[src/rtl/sfp_framer_pkg.sv]
// sfp_framer shared constants: K character, control codes, FSM states.
// ST_CRC exists only when SFP_FRAMER_CRC_EN is defined.
package sfp_framer_pkg;

  localparam logic [7:0] K28_5   = 8'hBC;
  localparam logic [7:0] C_VS1   = 8'h01;
  localparam logic [7:0] C_VS2   = 8'h02;
  localparam logic [7:0] C_SOP1  = 8'h05;
  localparam logic [7:0] C_SOP2  = 8'h06;
  localparam logic [7:0] C_EOP1  = 8'h07;
  localparam logic [7:0] C_EOP2  = 8'h08;
  localparam logic [7:0] C_COMMA = 8'h09;
  localparam logic [7:0] C_STALL = 8'h0A;
  localparam logic [7:0] C_EOPE  = 8'h0B;

  typedef enum logic [3:0] {
    ST_IDLE,
    ST_VS1,
    ST_VS2,
    ST_SOP1,
    ST_SOP2,
    ST_DATA,
`ifdef SFP_FRAMER_CRC_EN
    ST_CRC,
`endif
    ST_EOP1,
    ST_EOP2,
    ST_DROP
  } state_t;

endpackage

[src/rtl/sfp_framer_if.sv]
// Valid/ready payload stream feeding sfp_framer.
interface sfp_framer_if #(
  parameter int BYTES = 4
);
  logic               s_valid;
  logic               s_ready;
  logic [BYTES*8-1:0] s_data;
  logic               s_last;

  modport master (
    output s_valid, s_data, s_last,
    input  s_ready
  );

  modport slave (
    input  s_valid, s_data, s_last,
    output s_ready
  );
endinterface

[src/rtl/sfp_crc32_word.sv]
// One BYTES-wide step of reflected CRC-32 (poly 04C11DB7), byte0 first.
module sfp_crc32_word #(
  parameter int BYTES = 4
) (
  input  logic [31:0]        i_crc,
  input  logic [BYTES*8-1:0] i_data,
  output logic [31:0]        o_crc
);

  always_comb begin
    logic [31:0] c;
    c = i_crc;
    for (int i = 0; i < BYTES*8; i++) begin
      if (c[0] ^ i_data[i])
        c = (c >> 1) ^ 32'hEDB88320;
      else
        c = c >> 1;
    end
    o_crc = c;
  end

endmodule

[src/rtl/sfp_framer.sv]
// GT TX framer: K-coded control words around a valid/ready payload stream.
// Define SFP_FRAMER_CRC_EN to append a CRC-32 word to each normal packet.
module sfp_framer
  import sfp_framer_pkg::*;
#(
  parameter int          BYTES        = 4,
  parameter int          MAX_WORDS    = 1024,
  parameter int          COMMA_PERIOD = 256,
  parameter logic [7:0]  CH_ID        = 8'h01,
  parameter logic [7:0]  PAD_BYTE     = 8'h55,
  parameter logic [31:0] IDLE_WORD    = 32'ha151a252
) (
  input  logic               tx_clk,
  input  logic               tx_rst_n,
  input  logic               vs_pulse,
  sfp_framer_if.slave        s,
  output logic [BYTES*8-1:0] gt_txdata,
  output logic [BYTES-1:0]   gt_txcharisk,
  output logic [15:0]        pkt_cnt,
  output logic               trunc_err,
  output logic               busy
);

  localparam int W   = BYTES*8;
  localparam int WCW = $clog2(MAX_WORDS+1);
  localparam int ICW = $clog2(COMMA_PERIOD);
  localparam logic [BYTES-1:0] K_CTL = BYTES'(1);

  state_t           r_state, w_nxt;
  logic [ICW-1:0]   r_idle_cnt;
  logic [WCW-1:0]   r_wcnt;
  logic             r_drop;
  logic             r_vs_pend;
  logic [W-1:0]     w_tx;
  logic [BYTES-1:0] w_k;
  logic             w_trunc;
  logic             w_acc;
  logic             w_vs;
  logic             w_comma;
  logic             w_full;

  function automatic logic [W-1:0] ctrl(
    input logic [7:0] code
  );
    logic [W-1:0] v;
    v         = {BYTES{PAD_BYTE}};
    v[7:0]    = K28_5;
    v[15:8]   = code;
    v[23:16]  = CH_ID;
    return v;
  endfunction

  assign s.s_ready = (r_state == ST_DATA) ||
                     (r_state == ST_DROP);
  assign busy      = (r_state != ST_IDLE);
  assign w_acc     = s.s_valid & s.s_ready;
  assign w_vs      = r_vs_pend | vs_pulse;
  assign w_comma   = (r_idle_cnt == ICW'(COMMA_PERIOD-1));
  assign w_full    = (r_wcnt == WCW'(MAX_WORDS-1));

`ifdef SFP_FRAMER_CRC_EN
  logic [31:0] r_crc, w_crc_nxt;

  sfp_crc32_word #(.BYTES(BYTES)) u_crc (
    .i_crc  (r_crc),
    .i_data (s.s_data),
    .o_crc  (w_crc_nxt)
  );

  always_ff @(posedge tx_clk or negedge tx_rst_n) begin
    if (!tx_rst_n)
      r_crc <= '1;
    else if (r_state == ST_SOP1)
      r_crc <= '1;
    else if (r_state == ST_DATA && w_acc)
      r_crc <= w_crc_nxt;
  end
`endif

  always_ff @(posedge tx_clk or negedge tx_rst_n) begin
    if (!tx_rst_n) r_state <= ST_IDLE;
    else           r_state <= w_nxt;
  end

  always_comb begin
    w_nxt = r_state;
    unique case (r_state)
      ST_IDLE:
        if (w_vs)           w_nxt = ST_VS1;
        else if (s.s_valid) w_nxt = ST_SOP1;
      ST_VS1:  w_nxt = ST_VS2;
      ST_VS2:  w_nxt = ST_IDLE;
      ST_SOP1: w_nxt = ST_SOP2;
      ST_SOP2: w_nxt = ST_DATA;
      ST_DATA:
        if (w_acc && s.s_last)
`ifdef SFP_FRAMER_CRC_EN
          w_nxt = ST_CRC;
`else
          w_nxt = ST_EOP1;
`endif
        else if (w_acc && w_full)
          w_nxt = ST_EOP1;
`ifdef SFP_FRAMER_CRC_EN
      ST_CRC:  w_nxt = ST_EOP1;
`endif
      ST_EOP1: w_nxt = ST_EOP2;
      ST_EOP2: w_nxt = r_drop ? ST_DROP : ST_IDLE;
      ST_DROP:
        if (w_acc && s.s_last) w_nxt = ST_IDLE;
      default: w_nxt = ST_IDLE;
    endcase
  end

  always_comb begin
    w_tx    = {(BYTES/4){IDLE_WORD}};
    w_k     = '0;
    w_trunc = 1'b0;
    unique case (r_state)
      ST_IDLE:
        if (w_comma) begin
          w_tx = ctrl(C_COMMA);
          w_k  = K_CTL;
        end
      ST_VS1:  begin w_tx = ctrl(C_VS1);  w_k = K_CTL; end
      ST_VS2:  begin w_tx = ctrl(C_VS2);  w_k = K_CTL; end
      ST_SOP1: begin w_tx = ctrl(C_SOP1); w_k = K_CTL; end
      ST_SOP2: begin w_tx = ctrl(C_SOP2); w_k = K_CTL; end
      ST_DATA:
        if (w_acc) begin
          w_tx = s.s_data;
        end else begin
          w_tx = ctrl(C_STALL);
          w_k  = K_CTL;
        end
`ifdef SFP_FRAMER_CRC_EN
      ST_CRC:  w_tx = W'(~r_crc);
`endif
      ST_EOP1: begin
        w_tx    = ctrl(r_drop ? C_EOPE : C_EOP1);
        w_k     = K_CTL;
        w_trunc = r_drop;
      end
      ST_EOP2: begin w_tx = ctrl(C_EOP2); w_k = K_CTL; end
      default: ;
    endcase
  end

  always_ff @(posedge tx_clk or negedge tx_rst_n) begin
    if (!tx_rst_n) begin
      gt_txdata    <= '0;
      gt_txcharisk <= '0;
      trunc_err    <= 1'b0;
      pkt_cnt      <= '0;
      r_idle_cnt   <= '0;
      r_wcnt       <= '0;
      r_drop       <= 1'b0;
      r_vs_pend    <= 1'b0;
    end else begin
      gt_txdata    <= w_tx;
      gt_txcharisk <= w_k;
      trunc_err    <= w_trunc;
      if (r_state == ST_EOP2)
        pkt_cnt <= pkt_cnt + 16'd1;
      if (r_state == ST_IDLE && w_nxt == ST_IDLE)
        r_idle_cnt <= w_comma ? '0 : r_idle_cnt + 1'b1;
      else
        r_idle_cnt <= '0;
      if (r_state != ST_DATA)
        r_wcnt <= '0;
      else if (w_acc)
        r_wcnt <= r_wcnt + 1'b1;
      // truncation: the word that fills the packet was not the last one
      if (r_state == ST_DATA && w_acc && !s.s_last && w_full)
        r_drop <= 1'b1;
      else if (r_state == ST_DROP && w_acc && s.s_last)
        r_drop <= 1'b0;
      if (r_state == ST_IDLE && w_nxt == ST_VS1)
        r_vs_pend <= 1'b0;
      else if (vs_pulse)
        r_vs_pend <= 1'b1;
    end
  end

endmodule

[src/flat_wrapper.sv]
// flat-port wrapper written by rule: the top's interface ports become plain ports
module sfp_framer_flat import sfp_framer_pkg::*;
#(
  parameter int          BYTES        = 4,
  parameter int          MAX_WORDS    = 1024,
  parameter int          COMMA_PERIOD = 256,
  parameter logic [7:0]  CH_ID        = 8'h01,
  parameter logic [7:0]  PAD_BYTE     = 8'h55,
  parameter logic [31:0] IDLE_WORD    = 32'ha151a252
)
  (tx_clk, tx_rst_n, vs_pulse, gt_txdata, gt_txcharisk, pkt_cnt, trunc_err, busy, s_s_valid, s_s_data, s_s_last, s_s_ready);
  sfp_framer_if #(.BYTES(BYTES)) s_i ();
  input  logic tx_clk;
  input  logic tx_rst_n;
  input  logic vs_pulse;
  output logic [BYTES*8-1:0] gt_txdata;
  output logic [BYTES-1:0] gt_txcharisk;
  output logic [15:0] pkt_cnt;
  output logic trunc_err;
  output logic busy;
  input wire logic [$bits(s_i.s_valid)-1:0] s_s_valid;
  input wire logic [$bits(s_i.s_data)-1:0] s_s_data;
  input wire logic [$bits(s_i.s_last)-1:0] s_s_last;
  output wire logic [$bits(s_i.s_ready)-1:0] s_s_ready;
  assign s_i.s_valid = s_s_valid;
  assign s_i.s_data = s_s_data;
  assign s_i.s_last = s_s_last;
  assign s_s_ready = s_i.s_ready;
  sfp_framer #(.BYTES(BYTES), .MAX_WORDS(MAX_WORDS), .COMMA_PERIOD(COMMA_PERIOD), .CH_ID(CH_ID), .PAD_BYTE(PAD_BYTE), .IDLE_WORD(IDLE_WORD)) u_core (.tx_clk(tx_clk), .tx_rst_n(tx_rst_n), .vs_pulse(vs_pulse), .s(s_i), .gt_txdata(gt_txdata), .gt_txcharisk(gt_txcharisk), .pkt_cnt(pkt_cnt), .trunc_err(trunc_err), .busy(busy));
endmodule
[config.mk]
export PLATFORM = sky130hd
export DESIGN_NAME = sfp_framer_flat
export DESIGN_NICKNAME = d
export VERILOG_FILES = /design/src/rtl/sfp_framer_pkg.sv /design/src/rtl/sfp_framer_if.sv /design/src/rtl/sfp_crc32_word.sv /design/src/rtl/sfp_framer.sv /design/src/flat_wrapper.sv
export SDC_FILE = /design/constraint.sdc
export NUM_CORES = 1
export LEC_CHECK = 0
export ABC_AREA = 0
export BUFFER_PORTS_ARGS = -buffer_cell sky130_fd_sc_hd__buf_4
export CAP_MARGIN = 20
export CELL_PAD_IN_SITES_DETAIL_PLACEMENT = 0
export CELL_PAD_IN_SITES_GLOBAL_PLACEMENT = 1
export CORE_MARGIN = 2
export CORE_UTILIZATION = 43
export CTS_CLUSTER_DIAMETER = 50
export DETAILED_ROUTE_END_ITERATION = 10
export GPL_ROUTABILITY_DRIVEN = 0
export PLACE_DENSITY = 0.95
export SETUP_SLACK_MARGIN = 0.05
export SYNTH_ARGS = -nofsm -noshare
export SYNTH_HDL_FRONTEND = slang
export SYNTH_HIERARCHICAL = 1
export SYNTH_SLANG_ARGS = --single-unit
[constraint.sdc]
create_clock -name tx_clk -period 2.9 [get_ports tx_clk]
set_clock_uncertainty 0.1 [all_clocks]
set_input_delay 0 -clock tx_clk [delete_from_list [all_inputs] [get_ports tx_clk]]
set_output_delay 0 -clock tx_clk [all_outputs]
set_load 0.01 [all_outputs]
==> flow_summary_export.csv, run 1 <==
group,metric,value,unit
outcome,status,"complete, no violations",
global_routing,gr-total-overflow,0,
pwr,p_sw_share,32.11,%
hold_path,hp-class,"primary input to flop",
drt,vias,2536,
layout,multi_input_area,0.001264,mm2
setup_path,crit_fanout,18,
clock_network,cts_buffers,9,
yosys,ys_warn_count,6,
global_routing,grt_usage,18.18,%
drt,drt_iter0_drc,200,
clock_network,clkSinkCount,75,
floorplanning,boundaryPins,92,
floorplanning,fp.coreArea,0.007253,mm2
drt,ant_nets,0,
timing,fin_crit,2.032,ns
yosys,syn_area_per_cell,10.85,um2
setup_path,reg2regPathDepth,3,
yosys,synth_cells,298,
yosys,yosysTopAreaCell,"dfrtp_1",
pwr,power_frac_clock,28.1,%
layout,drive_gt1_share,26.76,%
setup_path,r2r_start,"u_core/r_state[2]",
timing,max_freq,0.4922,GHz
timing,worstMarginPinSlew,0.9094,ns
global_routing,grt_max_degree,76,
timing,rsz0062_at_grt,"false",
floorplanning,die_area,0.008226,mm2
clock_network,cts_setup_buffers,0,
placed_design,dp.cells,473,
pwr,p_seq_share,41.1,%
timing,fin_tns_setup,0,ns
flow_run,drv_cap,0,
timing,final_hold_viol_count,0,
floorplanning,initial_core_util,44.56,%
timing,final_max_slew_viol_count,0,
setup_path,worstPathArrival,2.11,ns
yosys,synth_edf_count,0,
clock_network,cts_tree,"done",
yosys,netlist_area,0.003232,mm2
layout,n_antenna_cell,0,
placed_design,io_buffer_count,88,
clock_network,insertion_delay,0.34,ns
clock_network,cts_resized,0,
setup_path,end_kind,"flop",
drt,viasPerCell,4.830,
timing,min_period_over_period,70.06,%
setup_path,ff2ff_setup_slack,0.87,ns
pwr,p_sw,0.001117,W
floorplanning,die_w,90.70,um
setup_path,crit_type,"flop to flop",
global_routing,grt_pass1_wl,12.01,mm
yosys,synth.area.top_cells,"dfrtp_1 (58%), nand2_1 (5.2%), xnor2_1 (4.3%)",
global_routing,antenna_found_initial,0,
clock_network,ctsHtreeMaxLevel,3,
layout,area_growth,41.27,%
yosys,ys_top_cells_by_count,"dfrtp_1 (75), nand2_1 (45), nor2_1 (28)",
pwr,ir_drop,0.3351,mV
drt,wl_per_cell,13.83,um
yosys,ys.flop_type,"dfrtp_1",
clock_network,cts.clk_slew.worst_paths,0.08,ns
pwr,p_int,0.002361,W
drt,wirelength,7.260,mm
layout,seqCellArea,0.001877,mm2
yosys,synth_async_sr_flop_share,100.0,%
yosys,ys_seq_area_share,58.07,%
timing,finalSetupViolations,0,
layout,fin_nets,461,
layout,nFillCells,534,
clock_network,root_buffer,"clkbuf_8",
drt,first_pass_iters,4,
yosys,yosys.cell_types.count,44,
setup_path,critPathCapture,"u_core/gt_txdata[9]",
setup_path,crit_path_start_kind,"flop",
yosys,ys_seq_elements,75,
drt,drc_errors,0,
setup_path,crit_start,"u_core/r_state[2]",
timing,max_slew_margin,39.38,%
clock_network,cts_buffer_depth,2,
yosys,synth.most_common_cell,"dfrtp_1",
floorplanning,row_count,31,
timing,hold_ws,0.1175,ns
setup_path,r2r_end,"u_core/gt_txdata[9]",
floorplanning,die_h,90.70,um
layout,final_cells,525,
pwr,p_leak,2.175,nW
global_routing,grt_pass1_vias,2489,
pwr,power_density,761.8,mW/mm2
placed_design,dp_hpwl,4.487,mm
pwr,combPwrFrac,30.8,%
yosys,yosysTopAreaCellShare,58.07,%
setup_path,cp_data_required_time,2.98,ns
-- power groups by stage --
stage               clock (W)  sequential, W  combinational [W]
floorplan                   0        0.00148           0.000509
global placement            0        0.00144           0.000990
detailed placement          0        0.00145            0.00102
CTS                  0.000996        0.00143            0.00106
global route          0.00105        0.00147            0.00117
finish               0.000977        0.00143            0.00107
-- flip-flops by register name, summed over array words and instances (netlist names) --
| name | count |
|---|---|
| u_core/gt_txdata | 32 |
| u_core/r_drop | 1 |
| u_core/pkt_cnt | 16 |
| u_core/r_idle_cnt | 8 |
| u_core/r_wcnt | 11 |
| u_core/r_state | 4 |
| u_core/r_vs_pend | 1 |
| u_core/gt_txcharisk | 1 |
| u_core/trunc_err | 1 |
-- repair_timing --
item                       4_1_cts  5_1_grt
hold endpoints to repair       122        0
hold buffers                    35        0
setup endpoints to repair        0        0
-- cell families after synthesis --
family	synth area share (%)
adder cells (fa/ha/maj)	1.162
AND/OR/NAND/NOR	22.57
buffers and inverters	3.059
XOR/XNOR	8.130
multiplexers	0.3097
AO/OA/AOI/OAI	6.582
other	0.1160
flip-flops	58.07
-- worst max-delay path: stages, from the launching register on --
cell     delay (ns)
dfrtp_1        0.74
nor3_1         0.20
a21oi_2        0.68
nand2_1        0.15
-- final cells by class --
type / count / area share (%)
inverter: 5 / 0.4111
sequential: 75 / 41.11
multi-input combinational: 204 / 27.68
clock buffer: 9 / 2.713
tap: 99 / 2.713
clock inverter: 7 / 2.740
timing repair buffer: 126 / 22.64
-- through the flow --
stage	worst slack [ns]	util [%]	total power (W)	cell area (um2)
floorplan	1.339	-	0.001991	3239
global placement	0.7131	54.58	0.002433	3959
detailed placement	0.6319	54.58	0.002462	3959
CTS	0.6032	62.84	0.003484	4558
global route	0.7625	62.95	0.003678	4566
finish	0.8682	62.95	0.003478	4566
-- placed cells by master (no fill, tap or decap), types with 2 or more instances in the layout --
master	n
a21oi_1	9
and2_1	11
and3_1	3
and4_1	3
buf_4	91
bufinv_16	3
clkbuf_8	9
clkinvlp_4	2
conb_1	3
dfrtp_1	75
dlygate4sd3_1	35
ha_1	3
inv_1	5
nand2_1	45
nand3_1	10
nand4_1	5
nor2_1	28
nor2b_1	2
nor3_1	8
nor4_4	3
o21a_1	7
o21ai_0	8
or3_1	6
xnor2_1	16
xor2_1	14
-- per-layer routing --
metal / track usage (%) / vias up / routed length [um]
li1: - / 1248 / -
met5: 0 / - / 0
met3: 3.422 / 4 / 305
met2: 29.91 / 74 / 3613
met4: 6.538 / 0 / 67
met1: 24.04 / 1210 / 3275
-- how the worst min path moves through the flow --
stage / from / to / depth (start not counted) / slack [ns]
after floorplan: tx_rst_n / u_core/gt_txcharisk[0] / 0 / -0.40
after global placement: tx_rst_n / u_core/pkt_cnt[9] / 1 / 0.08
after detailed placement: tx_rst_n / u_core/pkt_cnt[9] / 1 / 0.1
after CTS: s_s_data[11] / u_core/gt_txdata[11] / 5 / 0.11
after global routing: s_s_data[11] / u_core/gt_txdata[11] / 5 / 0.15
final: s_s_data[11] / u_core/gt_txdata[11] / 5 / 0.12
Power figures use the tool's default switching activity.
==> run 2, diff against run 1 <==
--- a/config.mk
+++ b/config.mk
@@ -11,11 +11,11 @@
 export CELL_PAD_IN_SITES_DETAIL_PLACEMENT = 0
 export CELL_PAD_IN_SITES_GLOBAL_PLACEMENT = 1
 export CORE_MARGIN = 2
-export CORE_UTILIZATION = 43
+export CORE_UTILIZATION = 39
 export CTS_CLUSTER_DIAMETER = 50
 export DETAILED_ROUTE_END_ITERATION = 10
 export GPL_ROUTABILITY_DRIVEN = 0
-export PLACE_DENSITY = 0.95
+export PLACE_DENSITY = 0.9
 export SETUP_SLACK_MARGIN = 0.05
 export SYNTH_ARGS = -nofsm -noshare
 export SYNTH_HDL_FRONTEND = slang
==> constraint.sdc (replaced) <==
create_clock -name tx_clk -period 2 [get_ports tx_clk]
set_clock_uncertainty 0.1 [all_clocks]
set_input_delay 0 -clock tx_clk [delete_from_list [all_inputs] [get_ports tx_clk]]
set_output_delay 0 -clock tx_clk [all_outputs]
set_load 0.01 [all_outputs]
==> run 2 against run 1 <==
Global-route usage shrank 1.2 points. Utilization shrank 6.4 points. Register-to-register slack lost 0.65 ns. Setup slack lost 0.65 ns. Cell area grew 0.82%. Via count grew 1.1%. Sequential power grew 43%. Clock-buffer cell count grew 1. Non-clock buffer count grew 5. Sequential share of layout area shrank 0.34 points. Cell count grew 2.3%.
==> flow_summary_export.csv, run 2 (synthesis results as in run 1) <==
group,metric,value,unit
floorplanning,die_w,95.03,um
drt,viasPerCell,4.775,
hold_path,hp-class,"primary input to async pin",
timing,max_slew_margin,65.37,%
clock_network,root_buffer,"clkbuf_8",
layout,final_common_cell,"buf_4",
layout,fin_nets,466,
timing,min_period_over_period,89.01,%
layout,seqCellArea,0.001877,mm2
setup_path,reg2regPathDepth,4,
setup_path,end_kind,"flop",
clock_network,cts_setup_buffers,0,
setup_path,worstPathArrival,1.91,ns
clock_network,cts.clk_slew.worst_paths,0.08,ns
clock_network,cts_tree,"done",
drt,wirelength,7.410,mm
pwr,p_leak,2.203,nW
timing,fin_tns_setup,0,ns
flow_run,drv_cap,0,
global_routing,gr-total-overflow,0,
setup_path,crit_type,"flop to flop",
global_routing,grt_pass1_wl,11.79,mm
outcome,status,"complete, no violations",
drt,first_pass_iters,4,
clock_network,ctsHtreeMaxLevel,3,
floorplanning,row_count,33,
timing,finalSetupViolations,0,
layout,reg.largest.list,"u_core/gt_txdata: 32 flops, u_core/pkt_cnt: 16 flops, u_core/r_wcnt: 11 flops",
timing,worstMarginPinSlew,0.5155,ns
timing,max_freq,0.5618,GHz
timing,rsz0062_at_grt,"false",
layout,multi_input_area,0.001279,mm2
floorplanning,initial_core_util,39.73,%
clock_network,cts_buffer_depth,2,
setup_path,cp_data_required_time,2.13,ns
placed_design,dp_hpwl,4.988,mm
pwr,power_density,1074,mW/mm2
layout,nFillCells,663,
pwr,ir_drop,0.5139,mV
drt,vias,2564,
setup_path,ff2ff_setup_slack,0.22,ns
drt,ant_nets,0,
placed_design,place_ws,0.1433,ns
timing,setup_slack,0.2199,ns
floorplanning,die_h,95.03,um
layout,final_cell_mix,"buf_4 (96), dfrtp_1 (75), nand2_1 (45)",
clock_network,clkSinkCount,75,
layout,top_register,"u_core/gt_txdata",
setup_path,crit_path_start_kind,"flop",
clock_network,cts_buffers,9,
layout,largest_register_ffs,32,
drt,drt_iter0_drc,127,
floorplanning,boundaryPins,92,
global_routing,antenna_found_initial,0,
floorplanning,die_area,0.009031,mm2
global_routing,grt_max_degree,40,
drt,drc_errors,0,
layout,drive_gt1_share,27.84,%
global_routing,grt_pass1_vias,2481,
timing,fin_crit,1.780,ns
clock_network,insertion_delay,0.34,ns
floorplanning,fp.coreArea,0.008134,mm2
timing,final_max_slew_viol_count,0,
drt,wl_per_cell,13.80,um
global_routing,grt_usage,16.96,%
placed_design,io_buffer_count,88,
timing,final_hold_viol_count,0,
setup_path,crit_fanout,17,
layout,area_growth,42.43,%
run 2: cell types whose count changed in the layout (fill, tap and decap cells not counted), sizes merged:
cell | previous run | this run
diode | 0 | 1
clkinvlp | 2 | 1
clkinv | 1 | 2
buf | 91 | 96
clkbuf | 9 | 10
bufinv | 3 | 2
run 2: metal layers:
layer | global-route usage [%] | share of wire, % | up-vias
li1 | - | - | 1256
met1 | 21.76 | 44 | 1237
met2 | 27.90 | 51 | 63
met3 | 3.636 | 4.4 | 8
met4 | 7.126 | 1.0 | 0
met5 | 0 | 0 | -
run 2: metrics by stage:
stage	area [um2]	utilization, %	power, W	std cells	hold slack, ns
2_1_floorplan	3239	-	0.002887	300	-0.3956
3_3_place_gp	4011	49.32	0.003591	485	-0.1157
3_5_place_dp	4011	49.32	0.003634	485	-0.1078
4_1_cts	4586	56.38	0.004996	536	0.06028
5_1_grt	4601	56.56	0.005264	536	0.09727
6_report	4603	56.59	0.004942	537	0.05574
run 2: layout make-up:
type	instances	area share [%]
flip-flops and latches	75	40.77
multi-input cells	204	27.78
repair buffers	131	23.27
clock buffers	10	2.990
well taps	105	2.854
clock inverters	6	1.876
inverters	5	0.4077
diodes	1	0.05436
run 2: worst paths after layout:
kind	endpoint	from
worst max-delay path	u_core/gt_txcharisk[0]	u_core/r_state[0]
max in group asynchronous	u_core/r_wcnt[0]	tx_rst_n
worst max register to register	u_core/gt_txcharisk[0]	u_core/r_state[0]
min in group tx_clk	u_core/gt_txdata[11]	s_s_data[11]
worst min register to register	u_core/pkt_cnt[15]	u_core/pkt_cnt[15]
worst min-delay path	u_core/pkt_cnt[1]	tx_rst_n
run 2: report_power, final:
| group | leakage [nW] | internal [W] | switching [W] | total, W |
|---|---|---|---|---|
| sequential | 0.970 | 0.00183 | 0.000214 | 0.00205 |
| combinational | 1.12 | 0.000785 | 0.000822 | 0.00161 |
| clock | 0.113 | 0.000737 | 0.000551 | 0.00129 |
| total | 2.20 | 0.00335 | 0.00159 | 0.00494 |
run 2: what timing repair did:
| action | in CTS | in global routing |
|---|---|---|
| gates resized for setup | 0 | 2 |
| endpoints found under the setup margin | 0 | 18 |
| hold buffers | 35 | 0 |
| endpoints found under the hold margin | 122 | 0 |
run 2: worst max-delay path, cell delays in order (launching register included):
cell,delay [ns]
dfrtp_1,0.45
buf_4,0.22
nor3_1,0.45
a21oi_4,0.24
and2_1,0.20
